==> config.mk <==
export PLATFORM = sky130hd
export DESIGN_NAME = layer_mac_responder_flat
export DESIGN_NICKNAME = d
export VERILOG_FILES = /design/src/rtl/layer_mac_responder_pkg.sv /design/src/rtl/layer_mac_responder_if.sv /design/src/rtl/layer_mac_responder_mac_unit.sv /design/src/rtl/layer_mac_responder.sv /design/src/flat_wrapper.sv
export SDC_FILE = /design/constraint.sdc
export NUM_CORES = 1
export LEC_CHECK = 0
export CORE_AREA = 2 2 184 231
export CTS_CLUSTER_DIAMETER = 40
export DETAILED_ROUTE_END_ITERATION = 10
export DIE_AREA = 0 0 186 233
export PLACE_DENSITY = 0.85
export SLEW_MARGIN = 10
export SYNTH_ARGS = -nofsm -noshare
export SYNTH_HDL_FRONTEND = slang
export SYNTH_SLANG_ARGS = --single-unit
==> constraint.sdc <==
create_clock -name clk -period 7.78 [get_ports clk]
set_input_delay 1.556 -clock clk [delete_from_list [all_inputs] [get_ports clk]]
set_output_delay 1.556 -clock clk [all_outputs]
set_load 0.02 [all_outputs]
==> src/rtl/layer_mac_responder_pkg.sv <==
// Shared parameters, FSM state encoding and arithmetic helpers for the
// time-multiplexed fully-connected layer responder.
package layer_mac_pkg;

    localparam int NEURON_NUM       = 5;
    localparam int INPUT_WIDTH      = 9;
    localparam int OUTPUT_WIDTH     = 10;
    localparam int WEIGHT_WIDTH     = 16;
    localparam int FRACTION_WIDTH   = 8;
    localparam int LAYER_ADDR_WIDTH = 2;
    localparam int LAYER_MAX        = 3;

    localparam int CNT_W  = $clog2(NEURON_NUM);
    localparam int WIDX_W = $clog2(NEURON_NUM * NEURON_NUM);

    // Wide enough for NEURON_NUM products of an OUTPUT_WIDTH operand and a weight.
    function automatic int acc_width(input int out_w, input int wt_w, input int n);
        return out_w + 1 + wt_w + $clog2(n);
    endfunction

    localparam int ACC_W = acc_width(OUTPUT_WIDTH, WEIGHT_WIDTH, NEURON_NUM);

    typedef enum logic [2:0] {
        IDLE,
        LOAD,
        MAC,
        WRITE,
        DONE
    } state_t;

    localparam logic signed [ACC_W-1:0] OUT_MAX = ACC_W'((1 << OUTPUT_WIDTH) - 1);

    // Drop the fraction bits, then clamp into the unsigned output range.
    function automatic logic [OUTPUT_WIDTH-1:0] sat_shift(input logic signed [ACC_W-1:0] acc);
        logic signed [ACC_W-1:0] shifted;
        shifted = acc >>> FRACTION_WIDTH;
        if (shifted[ACC_W-1]) begin
            return '0;
        end else if (shifted > OUT_MAX) begin
            return '1;
        end else begin
            return shifted[OUTPUT_WIDTH-1:0];
        end
    endfunction

endpackage

==> src/rtl/layer_mac_responder_if.sv <==
// Start/valid handshake between the network sequencer (master) and the layer responder (slave).
interface layer_mac_responder_if;
    import layer_mac_pkg::*;

    logic                                          start;
    logic [LAYER_ADDR_WIDTH-1:0]                   layer_number;
    logic [NEURON_NUM*INPUT_WIDTH-1:0]             start_input;
    logic [NEURON_NUM*NEURON_NUM*WEIGHT_WIDTH-1:0] weights;
    logic [NEURON_NUM*OUTPUT_WIDTH-1:0]            fp_output;
    logic                                          fp_output_valid;
    logic                                          busy;
    logic                                          error;

    modport master (
        output start, layer_number, start_input, weights,
        input  fp_output, fp_output_valid, busy, error
    );

    modport slave (
        input  start, layer_number, start_input, weights,
        output fp_output, fp_output_valid, busy, error
    );

endinterface

==> src/rtl/layer_mac_responder_mac_unit.sv <==
// Signed multiply-accumulate: unsigned operand times signed weight, with
// synchronous clear taking priority over enable.
module mac_unit
    import layer_mac_pkg::*;
#(
    parameter int A_W      = OUTPUT_WIDTH,
    parameter int W_W      = WEIGHT_WIDTH,
    parameter int ACC_BITS = ACC_W
) (
    input  logic                       clk,
    input  logic                       rst,
    input  logic                       clear,
    input  logic                       enable,
    input  logic [A_W-1:0]             a,
    input  logic signed [W_W-1:0]      w,
    output logic signed [ACC_BITS-1:0] acc
);

    localparam int PROD_W = A_W + W_W + 1;

    logic signed [A_W:0]        a_signed;
    logic signed [PROD_W-1:0]   product;

    assign a_signed = {1'b0, a};
    assign product  = PROD_W'(a_signed) * PROD_W'(w);

    always_ff @(posedge clk or negedge rst) begin
        if (!rst) begin
            acc <= '0;
        end else if (clear) begin
            acc <= '0;
        end else if (enable) begin
            acc <= acc + ACC_BITS'(product);
        end
    end

endmodule

==> src/rtl/layer_mac_responder.sv <==
// Evaluates one fully-connected layer per start pulse using a single MAC,
// feeding its own previous output back as the operand for layers above 0.
module layer_mac_responder
    import layer_mac_pkg::*;
(
    input logic                clk,
    input logic                rst,
    layer_mac_responder_if.slave bus
);

    localparam logic [WIDX_W-1:0] ROW_STRIDE = WIDX_W'(NEURON_NUM);

    state_t                         state, state_next;
    logic [LAYER_ADDR_WIDTH-1:0]    layer_q;
    logic [CNT_W-1:0]               i_q, j_q;
    logic [OUTPUT_WIDTH-1:0]        operand    [NEURON_NUM];
    logic [OUTPUT_WIDTH-1:0]        result_buf [NEURON_NUM];
    logic [OUTPUT_WIDTH-1:0]        fp_q       [NEURON_NUM];
    logic signed [WEIGHT_WIDTH-1:0] w_cell     [NEURON_NUM*NEURON_NUM];
    logic [WIDX_W-1:0]              w_idx;
    logic signed [ACC_W-1:0]        acc;
    logic [OUTPUT_WIDTH-1:0]        sat_value;
    logic                           layer_ok, accept, reject;
    logic                           last_i, last_j;
    logic                           mac_clear, mac_en;
    logic                           error_q;

    assign layer_ok  = bus.layer_number < LAYER_ADDR_WIDTH'(LAYER_MAX);
    assign accept    = (state == IDLE) && bus.start && layer_ok;
    assign reject    = (state == IDLE) && bus.start && !layer_ok;
    assign last_i    = (i_q == CNT_W'(NEURON_NUM - 1));
    assign last_j    = (j_q == CNT_W'(NEURON_NUM - 1));
    assign w_idx     = WIDX_W'(i_q) * ROW_STRIDE + WIDX_W'(j_q);
    assign sat_value = sat_shift(acc);

    for (genvar k = 0; k < NEURON_NUM * NEURON_NUM; k++) begin : g_weight
        assign w_cell[k] = bus.weights[k*WEIGHT_WIDTH +: WEIGHT_WIDTH];
    end

    for (genvar k = 0; k < NEURON_NUM; k++) begin : g_output
        assign bus.fp_output[k*OUTPUT_WIDTH +: OUTPUT_WIDTH] = fp_q[k];
    end

    assign bus.fp_output_valid = (state == DONE);
    assign bus.busy            = (state == LOAD) || (state == MAC) || (state == WRITE);
    assign bus.error           = error_q;

    mac_unit u_mac (
        .clk    (clk),
        .rst    (rst),
        .clear  (mac_clear),
        .enable (mac_en),
        .a      (operand[j_q]),
        .w      (w_cell[w_idx]),
        .acc    (acc)
    );

    always_ff @(posedge clk or negedge rst) begin
        if (!rst) begin
            state <= IDLE;
        end else begin
            state <= state_next;
        end
    end

    // Accumulator is cleared on entry to every neuron so MAC always starts from zero.
    always_comb begin
        state_next = state;
        mac_clear  = 1'b0;
        mac_en     = 1'b0;
        case (state)
            IDLE: begin
                if (accept) begin
                    state_next = LOAD;
                end
            end
            LOAD: begin
                mac_clear  = 1'b1;
                state_next = MAC;
            end
            MAC: begin
                mac_en = 1'b1;
                if (last_j) begin
                    state_next = WRITE;
                end
            end
            WRITE: begin
                mac_clear  = 1'b1;
                state_next = last_i ? DONE : MAC;
            end
            DONE: begin
                state_next = IDLE;
            end
            default: begin
                state_next = IDLE;
            end
        endcase
    end

    // The final neuron's result is merged straight into fp_q so the output
    // register already holds the whole layer during the DONE cycle.
    always_ff @(posedge clk or negedge rst) begin
        if (!rst) begin
            layer_q <= '0;
            i_q     <= '0;
            j_q     <= '0;
            error_q <= 1'b0;
            for (int k = 0; k < NEURON_NUM; k++) begin
                operand[k]    <= '0;
                result_buf[k] <= '0;
                fp_q[k]       <= '0;
            end
        end else begin
            error_q <= reject;
            if (accept) begin
                layer_q <= bus.layer_number;
            end
            case (state)
                LOAD: begin
                    i_q <= '0;
                    j_q <= '0;
                    for (int k = 0; k < NEURON_NUM; k++) begin
                        operand[k] <= (layer_q == '0)
                            ? OUTPUT_WIDTH'(bus.start_input[k*INPUT_WIDTH +: INPUT_WIDTH])
                            : fp_q[k];
                    end
                end
                MAC: begin
                    j_q <= last_j ? '0 : j_q + CNT_W'(1);
                end
                WRITE: begin
                    result_buf[i_q] <= sat_value;
                    if (last_i) begin
                        for (int k = 0; k < NEURON_NUM; k++) begin
                            fp_q[k] <= (CNT_W'(k) == i_q) ? sat_value : result_buf[k];
                        end
                    end else begin
                        i_q <= i_q + CNT_W'(1);
                    end
                end
                default: begin
                end
            endcase
        end
    end

endmodule

==> src/flat_wrapper.sv <==
// flat-port wrapper written by rule: the top's interface ports become plain ports
module layer_mac_responder_flat import layer_mac_pkg::*;
  (clk, rst, bus_start, bus_layer_number, bus_start_input, bus_weights, bus_fp_output, bus_fp_output_valid, bus_busy, bus_error);
  layer_mac_responder_if bus_i ();
  input logic clk;
  input logic rst;
  input wire logic [$bits(bus_i.start)-1:0] bus_start;
  input wire logic [$bits(bus_i.layer_number)-1:0] bus_layer_number;
  input wire logic [$bits(bus_i.start_input)-1:0] bus_start_input;
  input wire logic [$bits(bus_i.weights)-1:0] bus_weights;
  output wire logic [$bits(bus_i.fp_output)-1:0] bus_fp_output;
  output wire logic [$bits(bus_i.fp_output_valid)-1:0] bus_fp_output_valid;
  output wire logic [$bits(bus_i.busy)-1:0] bus_busy;
  output wire logic [$bits(bus_i.error)-1:0] bus_error;
  assign bus_i.start = bus_start;
  assign bus_i.layer_number = bus_layer_number;
  assign bus_i.start_input = bus_start_input;
  assign bus_i.weights = bus_weights;
  assign bus_fp_output = bus_i.fp_output;
  assign bus_fp_output_valid = bus_i.fp_output_valid;
  assign bus_busy = bus_i.busy;
  assign bus_error = bus_i.error;
  layer_mac_responder u_core (.clk(clk), .rst(rst), .bus(bus_i));
endmodule
---- After elaboration in Yosys (flattened, before gate mapping) ----
Cells that the tools add are included.
word-level totals
  register bits ........................... 192
  input port bits ......................... 450
  output and inout port bits .............. 53
  word-level logic and storage cells ...... 99
operators by class
  add/sub/neg operators ................... 4
  multiply operators ...................... 2
  magnitude comparators ................... 6
  eq/ne operators ......................... 13
  mux-type cells .......................... 33
  bitwise gates (word level) .............. 3
  reductions and logical operators ........ 17
operators by type and width
  kind                                                             count
  2-to-1 mux 10 bit                                                15
  binary-select mux 16 bit (select 5 bit)                          1
  2-to-1 mux 30 bit                                                2
  bitwise mux 50 bit                                               1
  2-to-1 mux 16 bit                                                2
  adder 30 x 27 -> 30 bit                                          1
  binary-select mux 10 bit (select 3 bit)                          1
  demux 10 bit (select 3 bit)                                      1
  multiplier 11 x 16 -> 27 bit                                     1
  greater-than comparator 22 x 11 -> 1 bit, second input constant  1
  2-to-1 mux 3 bit                                                 5
  one-hot mux 3 bit (2 select lines)                               2
  one-hot mux 3 bit (4 select lines)                               1
  == test 3 bit, second input constant                             3
  >= comparator 4 bit, second input constant                       2
  NOT 3 -> 4 bit                                                   2
  adder 3 x 1 -> 3 bit, second input constant                      2
  == test 2 x 3 -> 1 bit, first input constant                     2
  == test 3 x 2 -> 1 bit, second input constant                    2
  >= comparator 6 bit, second input constant                       1
  zero test 3 bit                                                  2
  NOT 5 -> 6 bit                                                   1
  AND reduction 2 bit                                              3
  nonzero test 2 bit                                               3
  15 further kinds                                                 21

---- Depth between registers and ports, before layout ----
Gate-level depths: netlist of the first run.
  depth in word-level cells ............... 10
  gate-level depth with buffers ........... 33
  mapped depth without buffers ............ 29

---- Cells and area by module ----
A second synthesis of the first run with hierarchy kept.
unflattened totals
  cell total of the unflattened synthesis .. 2,058
  area total of the unflattened synthesis .. 19,067.0 um2
by module, submodules not included
  module               times used  cells an instance  area each (um2)  seq. area each (um2)
  layer_mac_responder  1           1,070              10,395.0         3,803.6
  mac_unit             1           988                8,672.1          750.7

---- Worst setup path before layout of the first run ----
OpenSTA, ideal clock, no wires.
  kind .................................... reg-to-reg
  start ................................... register u_core.i_q[0]
  end ..................................... register u_core.u_mac.acc[27]
  library setup time ...................... 0.142 ns
  arrival time ............................ 7.390 ns
  required time ........................... 7.638 ns
  setup slack ............................. 0.248 ns
  cell stages (with the launch flop) ...... 28
  path buffers ............................ 4
  clock period less this slack ............ 7.532 ns
  cells stage by stage .................... dfrtp_1 -> ha_1 -> ha_1 -> inv_1 -> fa_1 -> clkbuf_1 -> buf_1 -> mux4_2 -> mux2_2 -> buf_2 -> nand2_1 -> fa_1 -> fa_1 -> fa_1 -> inv_1 -> fa_1 -> inv_1 -> fa_1 -> inv_1 -> ha_1 -> clkbuf_1 -> or2_2 -> a21oi_1 -> nor2_1 -> a21o_1 -> a221oi_1 -> xor2_1 -> o22ai_1
on the way
  cells in the longest elaborated chain, start to end .. 10
RTL lines
  what                                                   RTL line                            text
  start: declaration                                     layer_mac_responder.sv:15           logic [CNT_W-1:0] i_q, j_q;
  start signal: assignment                               layer_mac_responder.sv:138          i_q <= i_q + CNT_W'(1);
  multiplier 3 x 3 -> 5 bit                              layer_mac_responder.sv:33           assign w_idx = WIDX_W'(i_q) * ROW_STRIDE + WIDX_W'(j_q);
  adder 5 x 3 -> 5 bit                                   layer_mac_responder.sv:33
  NOT 5 -> 6 bit (not written as such)                   layer_mac_responder.sv:54           .w (w_cell[w_idx]),
  binary-select mux 16 bit (select 5 bit)                layer_mac_responder.sv:54
  2-to-1 mux 16 bit (not written as such) (2 in series)  layer_mac_responder.sv:54
  multiplier 11 x 16 -> 27 bit                           layer_mac_responder_mac_unit.sv:25  assign product = PROD_W'(a_signed) * PROD_W'(w);
  adder 30 x 27 -> 30 bit                                layer_mac_responder_mac_unit.sv:33  acc <= acc + ACC_BITS'(product);
  2-to-1 mux 30 bit                                      layer_mac_responder_mac_unit.sv:32  end else if (enable) begin
  2-to-1 mux 30 bit                                      layer_mac_responder_mac_unit.sv:30  end else if (clear) begin
  end signal: assignment                                 layer_mac_responder_mac_unit.sv:33
  end: declaration                                       layer_mac_responder_mac_unit.sv:16  output logic signed [ACC_BITS-1:0] acc
Every way passes these cells. The select of a mux whose other input is x is not followed.
A chain may end at the register's enable or synchronous reset.

---- Worst setup path after layout of the first run ----
  start ................................... input bus_weights[102]
  end ..................................... register u_core.u_mac.acc[27]
on the way
  cells in the longest elaborated chain, start to end .. 7
RTL lines
  what                                                   RTL line                            text
  start: declaration                                     flat_wrapper.sv:10                  input wire logic [$bits(bus_i.weights)-1:0] bus_weights;
  binary-select mux 16 bit (select 5 bit)                layer_mac_responder.sv:54
  2-to-1 mux 16 bit (not written as such) (2 in series)  layer_mac_responder.sv:54
  multiplier 11 x 16 -> 27 bit                           layer_mac_responder_mac_unit.sv:25
  adder 30 x 27 -> 30 bit                                layer_mac_responder_mac_unit.sv:33
  2-to-1 mux 30 bit                                      layer_mac_responder_mac_unit.sv:32
  2-to-1 mux 30 bit                                      layer_mac_responder_mac_unit.sv:30
Every way passes these cells. The select of a mux whose other input is x is not followed.

==> flow_metrics.py, run 1 <==
metrics = {
    "setup_path": {
        "cpMostUsedCell": "fa_1",
        "worst_ep_arrival_time_ns": 7.93,
        "critical_path.top_delay_family": "adder cells",
        "rr_startpoint": "u_core.i_q[0]",
        "path_buf_inv": 6,
        "rrSetupSlack_ns": 0.21,
        "crit_path_max_incr_delay_ns": 0.59,
        "required_ns": 8.05,
        "path_cells": "clkdlybuf4s50_1 -> mux4_2 -> mux4_2 -> mux2_4 -> buf_4 -> nand2_1 -> fa_1 -> inv_1 -> fa_1 -> fa_1 -> fa_1 -> inv_1 -> fa_1 -> inv_1 -> ha_1 -> buf_4 -> a21oi_1 -> nor2_1 -> a21oi_1 -> nand3_2 -> a221oi_2 -> xor2_1 -> o22ai_1",
        "cp-end-kind": "flop",
        "r2r_cells": 28,
        "crit_slowest_cell": "clkdlybuf4s50_1",
        "crit_path_max_fanout": 8,
        "setup.worst_path.class": "in2reg",
        "r2r-end": "u_core.u_mac.acc[27]",
        "startpoint_type": "input port",
    },
    "min_path": {
        "min_from": "u_core.result_buf[41]",
        "min_path_type": "reg2reg",
        "worstHoldEndpoint": "u_core.bus.fp_output[1]",
        "holdPathStages": 2,
    },
    "cells_and_area": {
        "final_nets": 3277,
        "multi_input_area_um2": 12900,
        "drive_above_1_share_pct": 14.8,
        "fin_cells": 3136,
        "n_fill_cell": 3259,
        "syn_to_final_growth_pct": 39.9,
        "fin_area_um2": 26300,
        "seq_area_um2": 4550,
    },
    "synthesis": {
        "ys_seq_area_share_pct": 24.3,
        "synth_area_per_cell_um2": 9.50,
        "synth_top_family_by_area": "adder cells",
        "synth_xor_area_share_pct": 1.57,
        "synth_mux_area_share_pct": 17.2,
        "syn-num-nets": 2694,
        "yosys.area_share.simple_pct": 14.4,
        "async_flop_share_pct": 100,
        "synth_cells": 1977,
        "yosysWarningCount": 0,
        "synth.distinct_cells": 61,
        "synth_compound_area_share_pct": 9.01,
        "synthFlopType": "dfrtp_1",
        "synth_edf_count": 0,
        "syn_area_um2": 18800,
        "synthAdderAreaFrac_pct": 25.2,
        "synth-seq-cells": 182,
    },
    "timing": {
        "timing.final.hold_violations": 0,
        "maxSlewHeadroom_pct": 29.5,
        "grt_setup_unrepaired": "true",
        "fmax_mhz": 130,
        "period_needed_ns": 7.66,
        "setup_viol": 0,
        "finalMaxSlewViolations": 0,
        "worst_slew_pin_slew_ns": 1.06,
        "skew_ns": 0.0246,
        "layout_setup_ws_ns": 0.115,
        "period_share_pct": 98.5,
    },
    "cts": {
        "clockBufferDepth": 2,
        "cts-root-buf": "clkbuf_16",
        "cts.clk_slew.worst_paths_ns": 0.09,
        "cts_tree": "done",
        "h-tree-depth": 4,
        "insertion_delay_ns": 0.45,
        "numCtsBuffers": 17,
        "cts_sinks": 182,
    },
    "grt": {
        "antenna_found_initial": 20,
        "grt_pass1_wl_um": 118000,
        "grt-ovfl-total": 0,
        "grt_pass1_vias": 18600,
        "grt_max_degree": 106,
        "grt_use_total_pct": 38.4,
    },
    "routing": {
        "ant_nets": 0,
        "drc": 0,
        "drt_iter0_markers": 1583,
        "wl_um": 82100,
        "viasPerCell": 5.72,
        "drt-wirelength-per-cell_um": 26.2,
        "dr.pass1.iters": 5,
        "num_vias": 18000,
    },
    "floorplan": {
        "die_area_um2": 43300,
        "start_util_pct": 45.8,
        "die_x_um": 186,
        "std_cell_rows": 83,
        "ios": 503,
        "coreArea_um2": 41000,
        "die_height_um": 233,
    },
    "outcome": {
        "outcome": "complete, no violations",
    },
    "placed_design": {
        "hpwl_um": 69100,
        "place_area_um2": 25400,
        "gp_congestion": 1.04,
        "numPlacedInstances": 3089,
        "dp_slack_ns": -0.635,
        "io_buffers": 502,
    },
    "job": {
        "cap_violations": 0,
    },
}
[worst reg2reg max path: cells and delay by family, from the launching register on]
kind / cells / cell delay (ns)
XOR/XNOR: 2 / 0.34
AND/OR/NAND/NOR: 3 / 0.34
AO/OA/AOI/OAI: 4 / 0.78
adder cells (fa/ha/maj): 9 / 3.80
multiplexers: 2 / 0.83
flip-flops: 1 / 0.39
buffers and inverters: 8 / 0.92
[cell usage in the layout, fill, tap and decap left out, types with 8 or more instances in the layout]
cell type	Yosys	final
clkdlybuf4s50_1	0	482
nand2_1	367	366
inv_1	289	289
fa_1	185	183
dfrtp_1	182	182
buf_4	1	161
nor2_1	128	126
mux4_2	100	100
o21ai_0	105	97
ha_1	82	79
mux2i_1	58	58
a31oi_1	49	48
and2_1	42	42
a21oi_1	34	32
o22ai_1	30	29
dlymetal6s2s_1	0	19
xnor2_1	19	18
nand3_1	19	17
clkbuf_16	0	17
or2_1	16	16
or2_2	14	14
mux2_4	11	12
diode_2	0	11
nor3_1	13	11
xor2_1	11	11
mux2_2	11	10
a21o_1	9	9
nand4_1	9	9
o21ai_1	6	8
[metal layers]
layer	up-vias	share of wire (%)	track usage [%]
li1	7726	-	-
met1	9051	39	49.9
met2	1001	45	59.3
met3	160	12	13.2
met4	12	4.3	14.1
met5	-	0.085	0
[flip-flops by register name, summed over array words and instances, names as in the netlist]
register and cells:
u_core.bus.fp_output 50, u_core.state 3, u_core.bus.error 1, u_core.i_q 3, u_core.j_q 3, u_core.u_mac.acc 30
u_core.result_buf 40, u_core.layer_q 2, u_core.operand 50
[final cells by class]
class,instances,share of cell area [%]
tap,552,2.63
multi-input combinational,1399,49.0
sequential,182,17.3
clock inverter,15,0.786
antenna,11,0.105
clock buffer,17,1.62
inverter,289,4.13
timing repair buffer,671,24.4
[timing repair]
| item | 4_1_cts | 5_1_grt |
|---|---|---|
| hold endpoints to repair | 0 | 0 |
| gates resized for setup | 5 | 57 |
| buffers inserted | 0 | 3 |
| setup endpoints to repair | 12 | 18 |
| gates cloned | 0 | 1 |
| hold buffers | 0 | 0 |
| pin swaps | 0 | 6 |
[cell families (layout without fill, tap and decap cells)]
logic type | after synthesis | after routing
AO/OA/AOI/OAI | 282 | 282
XOR/XNOR | 32 | 32
adder cells (fa/ha/maj) | 267 | 267
buffers and inverters | 396 | 992
flip-flops | 182 | 182
multiplexers | 184 | 184
other | 0 | 11
AND/OR/NAND/NOR | 634 | 634
[cell usage after synthesis (4+ instances only)]
cell | number | area [um2]
o22ai_1 | 30 | 188
a31oi_1 | 49 | 307
nand4_1 | 9 | 56.3
nor3_1 | 13 | 65.1
nor4_1 | 7 | 43.8
o21ai_1 | 6 | 30.0
xnor2_1 | 19 | 166
or2_2 | 14 | 87.6
a21oi_1 | 34 | 170
fa_1 | 185 | 3700
a221oi_1 | 7 | 61.3
a211oi_1 | 6 | 45.0
nand2_1 | 367 | 1380
mux4_2 | 100 | 2250
o21a_1 | 6 | 45.0
inv_1 | 289 | 1080
buf_2 | 15 | 75.1
o211ai_1 | 4 | 30.0
clkbuf_1 | 70 | 263
o21ai_0 | 105 | 526
xor2_1 | 11 | 96.3
or2_1 | 16 | 100
nand3_1 | 19 | 95.1
buf_6 | 4 | 45.0
mux2_2 | 11 | 124
mux2i_1 | 58 | 581
nor2_1 | 128 | 480
dfrtp_1 | 182 | 4550
nand2b_1 | 5 | 31.3
ha_1 | 82 | 1030
buf_1 | 14 | 52.6
and2_1 | 42 | 263
mux2_4 | 11 | 165
a21o_1 | 9 | 67.6
[worst max-delay path by stage]
stage,start,to,slack (ns),depth (start not counted)
6_report,bus_weights[102],u_core.u_mac.acc[27],0.12,23
5_1_grt,bus_weights[125],u_core.u_mac.acc[28],-0.02,23
4_1_cts,bus_weights[15],u_core.u_mac.acc[28],0.05,22
3_5_place_dp,bus_weights[375],u_core.u_mac.acc[28],-0.64,24
3_3_place_gp,bus_weights[375],u_core.u_mac.acc[28],-0.53,24
2_1_floorplan,u_core.i_q[0],u_core.u_mac.acc[27],0.25,27
[through the flow]
stage	hold slack, ns	setup TNS (ns)	utilization [%]
detailed placement	0.454	-7.62	61.9
floorplan	0.438	0	-
finish	0.475	0	64.1
CTS	0.475	0	63.4
global route	0.503	-0.0468	64.1
global placement	0.447	-6.28	61.9
Power of run 1 is left out: the tool's default activity adds up to more than one toggle a clock period on the data nets, which glitch-free logic cannot reach.
==> run 2, diff against run 1 <==
==> constraint.sdc (replaced) <==
create_clock -name clk -period 6.54 [get_ports clk]
set_input_delay 1.308 -clock clk [delete_from_list [all_inputs] [get_ports clk]]
set_output_delay 1.308 -clock clk [all_outputs]
set_load 0.02 [all_outputs]
==> run 2 against run 1 <==
Against the previous run: the flow now finishes with violations (setup timing); cell area increased by 7.1%; hold slack got worse by 0.0023 ns; global-route usage increased by 3.0 points; sequential cell count unchanged; first-iteration DRC count down 13%; register-to-register slack worse by 1.1 ns; count of clock-buffer cells in the layout up 4; critical path depth grew 1; clock skew fell by 0.012 ns.
==> flow_metrics.py, run 2 (synthesis gave the netlist of run 1 again) <==
metrics = {
    "outcome": {
        "outcome": "finished with violations",
        "violations": "setup timing",
    },
    "cts": {
        "insertion_delay_ns": 0.44,
        "cts-root-buf": "clkbuf_16",
        "clockBufferDepth": 2,
        "cts.clk_slew.worst_paths_ns": 0.07,
        "cts_tree": "done",
        "cts_sinks": 182,
        "h-tree-depth": 4,
        "numCtsBuffers": 17,
    },
    "cells_and_area": {
        "final_cell_mix": "clkdlybuf4s50_1, nand2_1, inv_1, buf_4, dfrtp_1",
        "drive_above_1_share_pct": 24.2,
        "n_fill_cell": 2969,
        "syn_to_final_growth_pct": 49.8,
        "layout_commonest_cell": "clkdlybuf4s50_1",
        "final_nets": 3352,
    },
    "timing": {
        "setup_viol": 22,
        "layout_setup_ws_ns": -0.847,
        "grt_setup_unrepaired": "true",
        "fmax_mhz": 135,
        "maxSlewHeadroom_pct": 30.4,
        "period_share_pct": 113,
        "period_needed_ns": 7.39,
        "worst_slew_pin_slew_ns": 1.04,
        "skew_ns": 0.0122,
        "timing.final.hold_violations": 0,
        "finalMaxSlewViolations": 0,
    },
    "setup_path": {
        "rr_startpoint": "u_core.i_q[2]",
        "cpMostUsedCell": "fa_1",
        "startpoint_type": "input port",
        "r2r_cells": 26,
        "path_cells": "clkdlybuf4s50_1 -> mux4_2 -> mux2i_1 -> o21ai_2 -> mux2_4 -> buf_4 -> nand2_1 -> fa_1 -> fa_1 -> inv_1 -> fa_2 -> fa_1 -> inv_1 -> fa_1 -> inv_2 -> ha_4 -> o21ai_2 -> o21a_1 -> o31ai_4 -> buf_4 -> nor3_4 -> o31ai_2 -> xnor2_1 -> o22ai_1",
        "worst_ep_arrival_time_ns": 7.65,
        "required_ns": 6.80,
        "startpoint": "bus_weights[372]",
        "crit_slowest_cell": "clkdlybuf4s50_1",
        "cp.depth": 24,
        "crit_path_max_incr_delay_ns": 0.67,
        "path_buf_inv": 6,
        "critical_path.top_delay_family": "adder cells",
        "crit_path_max_fanout": 3,
        "setup.worst_path.class": "in2reg",
        "cp-end-kind": "flop",
    },
    "floorplan": {
        "ios": 503,
        "die_area_um2": 43300,
        "coreArea_um2": 41000,
        "die_height_um": 233,
        "std_cell_rows": 83,
        "start_util_pct": 45.8,
        "die_x_um": 186,
    },
    "placed_design": {
        "hpwl_um": 69200,
        "dp_slack_ns": -1.50,
        "gp_congestion": 1.01,
        "io_buffers": 502,
    },
    "routing": {
        "drt_iter0_markers": 1372,
        "dr.pass1.iters": 5,
        "ant_nets": 0,
        "num_vias": 18600,
        "wl_um": 86700,
        "drt-wirelength-per-cell_um": 26.9,
        "viasPerCell": 5.76,
        "drc": 0,
    },
    "grt": {
        "grt_pass1_wl_um": 127000,
        "grt-ovfl-total": 0,
        "grt_max_degree": 98,
        "antenna_found_initial": 42,
        "grt_pass1_vias": 19500,
        "grt_use_total_pct": 41.3,
    },
    "min_path": {
        "min_path_type": "reg2reg",
        "min_from": "u_core.operand[9]",
        "holdPathStages": 2,
    },
    "job": {
        "cap_violations": 0,
    },
}
==> run 2: cell count changes in the layout (fill, tap and decap cells not counted), sizes merged, moves of 3 or more <==
cell	change
diode	+14
dlygate4sd2	+12
clkinv	-5
clkbuf	+5
buf	+74
dlymetal6s2s	-14
inv	-3
==> run 2: routing by layer <==
metal	wire (um)	part of all wire (%)	global-route usage [%]
met1	29000	33	43.8
met2	40200	46	64.2
met3	9520	11	18.6
met4	7800	9.0	31.4
met5	202	0.23	0
==> run 2: area by class of cell <==
type | instances | area [um2] | area share, %
multi-input cells | 1399 | 13900 | 49.3
repair buffers | 746 | 7280 | 25.9
flip-flops and latches | 182 | 4560 | 16.2
inverters | 289 | 1080 | 3.86
well taps | 552 | 691 | 2.45
clock buffers | 21 | 460 | 1.64
clock inverters | 10 | 136 | 0.485
diodes | 25 | 62.6 | 0.222
==> run 2: what timing repair did <==
action,in CTS,in global routing
pin swaps,71,107
setup endpoints to repair,22,23
resized for setup,136,139
cloned,0,1
hold buffers,0,0
setup buffers,24,19
==> run 2: path summary, 6_finish.rpt <==
check | to | slack, ns
worst max-delay path | u_core.u_mac.acc[28] | -0.85
worst min-delay path | u_core.operand[9] | 0.47
worst max register to register | u_core.u_mac.acc[28] | -0.85
worst min register to register | u_core.operand[9] | 0.47
max in group asynchronous | u_core.i_q[0] | 4.33
min in group asynchronous | u_core.bus.fp_output[21] | 0.78
==> run 2: tightest hold or removal path, cell delays in order, from the launching register on <==
cell and delay (ns):
dfrtp_1 0.34, nand2_1 0.05, nand2_1 0.05
==> run 2: stage by stage <==
step / cells / hold slack (ns) / area, um2 / setup TNS [ns] / utilization, %
finish: 3224 / 0.473 / 28100 / -13.86 / 68.6
global route: 3210 / 0.504 / 28100 / -18.24 / 68.5
CTS: 3183 / 0.472 / 27400 / -11.11 / 66.8
detailed placement: 3129 / 0.458 / 26100 / -24.21 / 63.7
global placement: 3129 / 0.449 / 26100 / -23.30 / 63.7
floorplan: 1977 / 0.438 / 19200 / -2.97 / -
Power of run 2 is left out for the same reason.
